===== src/rtl/chiplet_types_pkg.sv =====
// Shared chiplet link types (flit, node id), the output-port lock state and sizing helpers
// for credit-based ports.
package chiplet_types_pkg;

    localparam int FLIT_W    = 32;
    localparam int NODE_ID_W = 4;

    typedef logic [FLIT_W-1:0]    flit_t;
    typedef logic [NODE_ID_W-1:0] node_id_t;

    typedef enum logic {
        PORT_IDLE,
        PORT_LOCKED
    } port_state_t;

    // A counter must hold every value from 0 up to and including depth.
    function automatic int credit_width(input int depth);
        return $clog2(depth + 1);
    endfunction

    function automatic int index_width(input int n);
        return (n > 1) ? $clog2(n) : 1;
    endfunction

endpackage


===== src/rtl/rr_arbiter.sv =====
// Round-robin arbiter: one-hot grant among requests that are also enabled by the mask.
// The search starts just after the last accepted winner.
module rr_arbiter
    import chiplet_types_pkg::*;
#(
    parameter int NUM_REQ = 2
) (
    input  logic               clk,
    input  logic               rst,
    input  logic [NUM_REQ-1:0] req,
    input  logic [NUM_REQ-1:0] mask,
    input  logic               accept,
    output logic [NUM_REQ-1:0] grant
);

    localparam int IW = index_width(NUM_REQ);

    logic [IW-1:0] last_q;
    logic [IW-1:0] win;
    logic [IW-1:0] sel;
    logic          found;
    int            idx;

    always_comb begin
        grant = '0;
        win   = last_q;
        sel   = '0;
        found = 1'b0;
        idx   = 0;
        for (int i = 1; i <= NUM_REQ; i++) begin
            idx = (int'(last_q) + i) % NUM_REQ;
            sel = IW'(idx);
            if (!found && req[sel] && mask[sel]) begin
                grant[sel] = 1'b1;
                win        = sel;
                found      = 1'b1;
            end
        end
    end

    // Starting with the last request marked as the previous winner gives request 0 top priority.
    always_ff @(posedge clk or posedge rst) begin
        if (rst) begin
            last_q <= IW'(NUM_REQ - 1);
        end else if (accept && found) begin
            last_q <= win;
        end
    end

endmodule


===== src/rtl/credit_vc_outport.sv =====
// Credit-based output port multiplexing NUM_VCS virtual channels onto one registered link.
// Optional macro CREDIT_OVERFLOW_CHECK_EN enables the sticky credit_err overflow flag.
module credit_vc_outport
    import chiplet_types_pkg::*;
#(
    parameter int NUM_VCS      = 2,
    parameter int BUFFER_DEPTH = 8,
    parameter int INTERLEAVE   = 0,
    localparam int CW = credit_width(BUFFER_DEPTH),
    localparam int VW = index_width(NUM_VCS)
) (
    input  logic                    clk,
    input  logic                    rst,
    input  flit_t [NUM_VCS-1:0]     vc_flit,
    input  logic [NUM_VCS-1:0]      vc_valid,
    input  logic [NUM_VCS-1:0]      vc_last,
    output logic [NUM_VCS-1:0]      vc_ready,
    input  logic [NUM_VCS-1:0]      credit_granted,
    output flit_t                   out,
    output logic [VW-1:0]           out_vc,
    output logic                    data_ready_out,
    output logic                    packet_sent,
    output logic [NUM_VCS*CW-1:0]   credit_count,
    output logic                    credit_err
);

    logic [CW-1:0]      credit [NUM_VCS];
    logic [NUM_VCS-1:0] eligible;
    logic [NUM_VCS-1:0] lock_mask;
    logic [NUM_VCS-1:0] grant;
    logic [VW-1:0]      grant_vc;
    logic [VW-1:0]      lock_vc;
    logic               any_grant;
    port_state_t        state;

    // While a wormhole packet is in flight only its VC may be granted, even if it is out of credit.
    always_comb begin
        eligible  = '0;
        lock_mask = '1;
        grant_vc  = '0;
        for (int v = 0; v < NUM_VCS; v++) begin
            eligible[v] = vc_valid[v] && (credit[v] != '0);
            if (grant[v]) begin
                grant_vc = VW'(v);
            end
        end
        if (INTERLEAVE == 0 && state == PORT_LOCKED) begin
            lock_mask          = '0;
            lock_mask[lock_vc] = 1'b1;
        end
    end

    rr_arbiter #(
        .NUM_REQ (NUM_VCS)
    ) u_arb (
        .clk    (clk),
        .rst    (rst),
        .req    (eligible),
        .mask   (lock_mask),
        .accept (any_grant),
        .grant  (grant)
    );

    assign vc_ready  = grant;
    assign any_grant = |grant;

    always_ff @(posedge clk or posedge rst) begin
        if (rst) begin
            state          <= PORT_IDLE;
            lock_vc        <= '0;
            out            <= '0;
            out_vc         <= '0;
            data_ready_out <= 1'b0;
            packet_sent    <= 1'b0;
        end else begin
            data_ready_out <= any_grant;
            packet_sent    <= any_grant && vc_last[grant_vc];
            if (any_grant) begin
                out    <= vc_flit[grant_vc];
                out_vc <= grant_vc;
            end
            if (INTERLEAVE == 0 && any_grant) begin
                case (state)
                    PORT_IDLE: begin
                        if (!vc_last[grant_vc]) begin
                            state   <= PORT_LOCKED;
                            lock_vc <= grant_vc;
                        end
                    end
                    PORT_LOCKED: begin
                        if (vc_last[grant_vc]) begin
                            state <= PORT_IDLE;
                        end
                    end
                    default: state <= PORT_IDLE;
                endcase
            end
        end
    end

    // A returned credit that would exceed the downstream buffer size is dropped.
    always_ff @(posedge clk or posedge rst) begin
        if (rst) begin
            for (int v = 0; v < NUM_VCS; v++) begin
                credit[v] <= CW'(BUFFER_DEPTH);
            end
        end else begin
            for (int v = 0; v < NUM_VCS; v++) begin
                if (grant[v] && !credit_granted[v]) begin
                    credit[v] <= credit[v] - CW'(1);
                end else if (credit_granted[v] && !grant[v] && credit[v] != CW'(BUFFER_DEPTH)) begin
                    credit[v] <= credit[v] + CW'(1);
                end
            end
        end
    end

    always_comb begin
        credit_count = '0;
        for (int v = 0; v < NUM_VCS; v++) begin
            credit_count[v*CW +: CW] = credit[v];
        end
    end

`ifdef CREDIT_OVERFLOW_CHECK_EN
    logic overflow_attempt;

    always_comb begin
        overflow_attempt = 1'b0;
        for (int v = 0; v < NUM_VCS; v++) begin
            if (credit_granted[v] && !grant[v] && credit[v] == CW'(BUFFER_DEPTH)) begin
                overflow_attempt = 1'b1;
            end
        end
    end

    always_ff @(posedge clk or posedge rst) begin
        if (rst) begin
            credit_err <= 1'b0;
        end else if (overflow_attempt) begin
            credit_err <= 1'b1;
        end
    end
`else
    assign credit_err = 1'b0;
`endif

endmodule


===== config.mk =====
export PLATFORM = sky130hd
export DESIGN_NAME = credit_vc_outport
export DESIGN_NICKNAME = d
export VERILOG_FILES = /design/src/rtl/chiplet_types_pkg.sv /design/src/rtl/rr_arbiter.sv /design/src/rtl/credit_vc_outport.sv
export SDC_FILE = /design/constraint.sdc
export NUM_CORES = 1
export LEC_CHECK = 0
export ABC_AREA = 1
export BUFFER_PORTS_ARGS = -buffer_cell sky130_fd_sc_hd__buf_2
export CAP_MARGIN = 20
export CORE_ASPECT_RATIO = 0.6
export CORE_MARGIN = 5
export CORE_UTILIZATION = 50
export CTS_CLUSTER_SIZE = 24
export DETAILED_ROUTE_END_ITERATION = 10
export GPL_TIMING_DRIVEN = 0
export PLACE_DENSITY = 0.88
export SLEW_MARGIN = 10
export SYNTH_ARGS = -nofsm -noshare
export SYNTH_HDL_FRONTEND = slang
export SYNTH_SLANG_ARGS = --single-unit

===== constraint.sdc =====
create_clock -name clk -period 5.18 [get_ports clk]
set_input_delay 0 -clock clk [delete_from_list [all_inputs] [get_ports clk]]
set_output_delay 0 -clock clk [all_outputs]
set_load 0.05 [all_outputs]

Word level (Yosys, flattened, before mapping)
Cells that the tools add are included.
{ "classes": {"n_reduce_logical": 29, "order_cmp": 7, "bitwise_logic": 3, "eq_ne": 2, "mux": 31, "addsub": 6} }
{ "ops": {"columns": ["operator", "n"], "rows": [
  ["32-bit two-way mux", 2],
  ["1-bit two-way mux", 19],
  ["1-bit logical AND", 16],
  ["4-bit two-way mux", 4],
  ["4-bit by 1-bit adder with 4-bit output, second input constant", 2],
  ["1-bit by 2-bit < comparator with 1-bit output, second input constant", 4],
  ["4-bit != test, second input constant", 2],
  ["4-bit nonzero test", 2],
  ["4-bit by 1-bit subtractor with 4-bit output, second input constant", 2],
  ["2-bit two-way mux", 3],
  ["2-bit nonzero test", 3],
  ["1-bit logical NOT", 5],
  ["1-bit demux with 1-bit select", 3],
  ["1-bit >= comparator, second input constant", 3],
  ["3-bit AND reduction", 1],
  ["1-bit adder, second input constant", 2],
  ["1-bit NOT", 2],
  ["2-bit bitwise OR", 1],
  ["2-bit AND reduction", 1],
  ["2-bit OR reduction", 1]
]} }
{ "word_totals": {"ff_bits": 46, "out_inout_bits": 46, "wordCells": 87, "inputBits": 72} }

Depth between registers and ports, before layout
{ "logic_depth": {"depth_word": 18, "ltp_mapped": 17, "depth_no_buf": 17} }

Modules after synthesis
A second synthesis with hierarchy kept.
{ "hier_totals": {"hier_cells": 303, "hier_area_um2": 2348.5} }
{ "by_module_without_submodules": {"columns": ["mod", "instances", "cells_each", "seq_area_each_um2", "area_each_um2"], "rows": [
  ["credit_vc_outport", 1, 288, 1128.6, 2264.7],
  ["rr_arbiter", 1, 15, 26.3, 83.8]
]} }

Worst setup path before layout
OpenSTA, ideal clock, no wires.
{ "synth_path": {"path_kind": "register -> register", "start": "reg credit (netlist bit credit_count[5])", "end": "reg credit (netlist bit credit_count[3])", "path_buffers": 0, "slack_ps": 2863, "arrival_time_ps": 2241, "setup_ps": 76, "path_stages_with_launch": 18, "required_ps": 5104, "synth_period_minus_slack_ps": 2317, "path_cell_list": "dfrtp_1 > inv_2 > nand2_2 > nor2_4 > nor2_8 > nand2_4 > nand2_4 > or2_4 > inv_1 > ha_1 > nand2_1 > nand2_1 > a31oi_1 > inv_1 > nand2_1 > nand2_1 > nand2_1 > nand2_1"} }
{ "synth_via": {"elab_chain_cells": 14, "elab_cells_between_ends": 20, "classes_between": "mux (8); bitwise (1); reduce/logical (11)"} }
{ "synth_lines": {"columns": ["element", "line", "text"], "rows": [
  ["start: declaration", "credit_vc_outport.sv:27", "logic [CW-1:0] credit [NUM_VCS];"],
  ["start signal: indexed assignment", "credit_vc_outport.sv:105", "credit[v] <= CW'(BUFFER_DEPTH);"],
  ["start signal: indexed assignment", "credit_vc_outport.sv:110", "credit[v] <= credit[v] - CW'(1);"],
  ["start signal: indexed assignment", "credit_vc_outport.sv:112", "credit[v] <= credit[v] + CW'(1);"],
  ["4-bit nonzero test *", "credit_vc_outport.sv:42", "eligible[v] = vc_valid[v] && (credit[v] != '0);"],
  ["1-bit logical AND *", "credit_vc_outport.sv:42", null],
  ["1-bit two-way mux (implied by the code) (2 in series)", "rr_arbiter.sv:33", "if (!found && req[sel] && mask[sel]) begin"],
  ["1-bit logical AND", "rr_arbiter.sv:33", null],
  ["1-bit two-way mux", "rr_arbiter.sv:33", null],
  ["1-bit logical NOT", "rr_arbiter.sv:33", null],
  ["1-bit logical AND (2 in series)", "rr_arbiter.sv:33", null],
  ["2-bit two-way mux *", "rr_arbiter.sv:33", null],
  ["1-bit logical NOT", "credit_vc_outport.sv:111", "end else if (credit_granted[v] && !grant[v] && credit[v] != CW'(BUFFER_DEPTH)) begin"],
  ["1-bit logical AND (2 in series)", "credit_vc_outport.sv:111", null],
  ["2-bit nonzero test (no line)", null, null]
]} }
Every way passes the cells marked *; elsewhere a longest branch is shown, timed or not. The select of a mux whose other input is x is not followed.
A chain may end at the register's enable or synchronous reset.

Worst setup path after layout
{ "layout_path": {"start": "reg credit (netlist bit credit_count[3])", "end": "reg credit (netlist bit credit_count[3])"} }
{ "layout_via": {"elab_chain_cells": 14, "elab_cells_between_ends": 24, "classes_between": "add/sub (2); eq/ne (1); mux (9); bitwise (1); reduce/logical (11)"} }
{ "layout_lines": {"columns": ["element", "line"], "rows": [
  ["4-bit nonzero test", "credit_vc_outport.sv:42"],
  ["1-bit logical AND", "credit_vc_outport.sv:42"],
  ["1-bit two-way mux (implied by the code) (2 in series)", "rr_arbiter.sv:33"],
  ["1-bit logical AND", "rr_arbiter.sv:33"],
  ["1-bit two-way mux", "rr_arbiter.sv:33"],
  ["1-bit logical NOT", "rr_arbiter.sv:33"],
  ["1-bit logical AND (2 in series)", "rr_arbiter.sv:33"],
  ["2-bit two-way mux", "rr_arbiter.sv:33"],
  ["1-bit logical NOT", "credit_vc_outport.sv:111"],
  ["1-bit logical AND (2 in series)", "credit_vc_outport.sv:111"],
  ["2-bit nonzero test (no line)", null]
]} }
Several ways; a longest one is shown, not always the timed one. The select of a mux whose other input is x is not followed.

==> results.py <==
metrics = {
    "outcome": {
        "outcome": "complete, no violations",
    },
    "setup_path": {
        "critPathMaxFanout": 5,
        "ff2ff_setup_slack_ns": 2.87,
        "crit_path_end_kind": "register",
        "cp.arrival_ns": 2.53,
        "critPathKind": "register to register",
        "crit_required_ns": 5.41,
        "cp-start-kind": "register",
    },
    "grt": {
        "grt_pass1_vias": 2791,
        "grt_max_degree": 36,
        "track_usage": 0.247,
        "grt_first_pass_wirelength_um": 12900,
        "grt-ovfl-total": 0,
        "antenna_found_initial": 0,
    },
    "floorplanning": {
        "rows": 20,
        "die_w_um": 102,
        "core_mm2": 0.00500,
        "start_util": 0.512,
        "ios": 118,
        "fp.dieH_um": 65.5,
        "dieArea_mm2": 0.00670,
    },
    "route": {
        "drt_iter0_drc": 119,
        "wl_um": 7990,
        "routed_via_density": 5.10,
        "wl_per_cell_um": 15.1,
        "drc": 0,
        "drtAntennaViolNets": 0,
        "first_pass_iters": 4,
        "vias": 2691,
    },
    "timing": {
        "fin_crit_sh": 0.445,
        "fmax_mhz": 434,
        "tns_ns": 0,
        "finalSetupViolCount": 0,
        "period_needed_ns": 2.31,
        "hold_violations": 0,
        "slew_viol_final": 0,
        "skew_ns": 0.00784,
        "rsz0062_at_grt": "no",
    },
    "logic_synthesis": {
        "synth_area_leaders": "dfrtp_1 (42%), a31oi_2 (14%), nand2_1 (13%), nor2_1 (5.6%), dfstp_2 (3.1%)",
        "synth_area_mm2": 0.00256,
        "synth_edf_count": 0,
        "synth.most_common_cell": "nand2_1",
        "postSynthCellCount": 291,
        "ys_seq_area_frac": 0.451,
        "postSynth.asyncResetShare": 1.00,
        "ys.flop_type": "dfrtp_1",
        "ys_ff_latch": 46,
        "synth_top_area_frac": 0.420,
        "netlist_top_cells_count": "nand2_1 (92), dfrtp_1 (43), nor2_1 (38), a31oi_2 (29), inv_1 (19)",
        "synth.distinct_cells": 30,
        "ys_warn_count": 0,
        "syn_area_per_cell_um2": 8.81,
        "synth_area_leader_cell": "dfrtp_1",
        "syn-num-nets": 367,
    },
    "power": {
        "comb_power_share": 0.693,
        "vdd_ir_drop_max_mv": 0.459,
        "pwr-share-seq": 0.237,
        "internal_power_w": 0.00131,
        "powerDensity_mw_per_mm2": 760,
        "p_clk_frac": 0.070,
        "p_sw_frac": 0.545,
        "p_sw_w": 0.00157,
        "cellLeakagePower_nw": 1.89,
    },
    "placement": {
        "dpl.cell_count": 474,
        "hpwl_um": 5310,
        "io_buffer_count": 116,
        "gp_congestion": 0.840,
    },
    "clock_tree": {
        "numCtsBuffers": 5,
        "insertion_delay_ns": 0.29,
        "htree_levels": 2,
        "cts-root-buf": "clkbuf_8",
        "cts_resized": 0,
        "cts_tree": "done",
        "path_clk_slew_ns": 0.08,
        "cts_buffer_depth": 2,
        "clock-sinks": 46,
    },
    "min_path": {
        "hp-class": "input port to register",
    },
    "cells_and_area": {
        "fin_cells": 528,
        "drive_gt1_frac": 0.400,
        "syn_to_final_growth_pct": 48.0,
        "n_antenna_cell": 0,
        "fillers": 361,
        "nets": 538,
    },
    "job": {
        "maxCapViolations": 0,
    },
}
-- path summary, 6_finish.rpt --
check	start	to	depth (start not counted)
max	credit_count[3]	credit_count[3]	15
min	vc_flit[61]	out[29]	3
max reg2reg	credit_count[3]	credit_count[3]	15
min reg2reg	credit_count[7]	credit_count[7]	2
max in group asynchronous	rst	credit_count[3]	4
min in group asynchronous	rst	credit_count[0]	3
-- placed cells by master, fill, tap and decap left out, drive strengths merged --
cell         instances
a21oi                1
a31oi               33
and2                 2
buf                132
clkbuf               7
clkinv               1
conb                 1
dfrtp               43
dfstp                3
dlygate4sd3         47
fa                   1
ha                   3
inv                 22
nand2              100
nand3               10
nand3b               1
nand4                3
nor2                40
o21ai                6
o31ai                2
or2                  1
xnor2                1
xor2                 2
-- cells by family (layout without fill, tap and decap cells) --
family,count (synthesis),after routing,share of synthesized area
AOI/OAI and AO/OA,42,42,0.171
xor gates and xnor gates,3,3,0.0103
adders and majority gates,4,4,0.0225
buffers and inverters,38,209,0.0781
DFF,46,46,0.451
other,1,1,0.00146
and+or+nand+nor,157,157,0.266
-- flip-flops by register name, summed over array words and instances, names as in the netlist --
name            count
credit_count        8
packet_sent         1
data_ready_out      1
out_vc              1
state               1
lock_vc             1
u_arb.last_q        1
out                32
-- layer usage --
metal,vias to the layer above,wire length (µm),track usage
li1,1283,-,-
met1,1245,3130,0.295
met2,147,3910,0.441
met3,16,806,0.0626
met4,0,142,0.0687
met5,-,0,0
-- final cells by class --
class	instances	area [µm²]	share of cell area
tap	66	82.6	0.0218
inverter	23	87.6	0.0231
timing repair buffer	164	1070	0.282
buffer	15	113	0.0297
clock buffer	7	76.3	0.0201
sequential	46	1150	0.305
multi-input combinational	207	1210	0.318
-- repair_timing --
item	CTS	global route
hold endpoints to repair	69	1
setup buffers	0	0
hold buffers	46	1
-- per-stage QoR --
step / cell area [µm²] / utilization / total power [W] / setup WS (ns) / hold slack, ns
2_1_floorplan: 2560 / - / 0.00207 / 2.86 / 0.146
3_3_place_gp: 3230 / 0.645 / 0.00242 / 3.00 / 0.269
3_5_place_dp: 3250 / 0.649 / 0.00248 / 2.91 / -0.0457
4_1_cts: 3780 / 0.756 / 0.00286 / 2.89 / 0.000269
5_1_grt: 3790 / 0.758 / 0.00308 / 2.73 / 0.0000644
6_report: 3790 / 0.758 / 0.00288 / 2.87 / 0.00380
-- power by group through the flow --
stage | clock network [W] | logic [W] | registers [W]
final | 0.000203 | 0.00200 | 0.000682
after detailed placement | 0 | 0.00180 | 0.000680
after CTS | 0.000207 | 0.00198 | 0.000676
after global placement | 0 | 0.00175 | 0.000674
after floorplan | 0 | 0.000799 | 0.00127
after global routing | 0.000223 | 0.00215 | 0.000709
-- critical path, cell delays in order, from the launching register on --
cell	delay, ns
dfstp_2	0.58
nor2_1	0.06
nand2_1	0.08
and2_1	0.19
nand2_4	0.09
or2_4	0.26
inv_1	0.08
ha_1	0.27
nand2_1	0.09
nand2_1	0.05
a31oi_1	0.18
inv_1	0.06
nand2_1	0.09
nand2_1	0.06
nand2_1	0.05
nand2_1	0.06
Power figures use the tool's default switching activity.
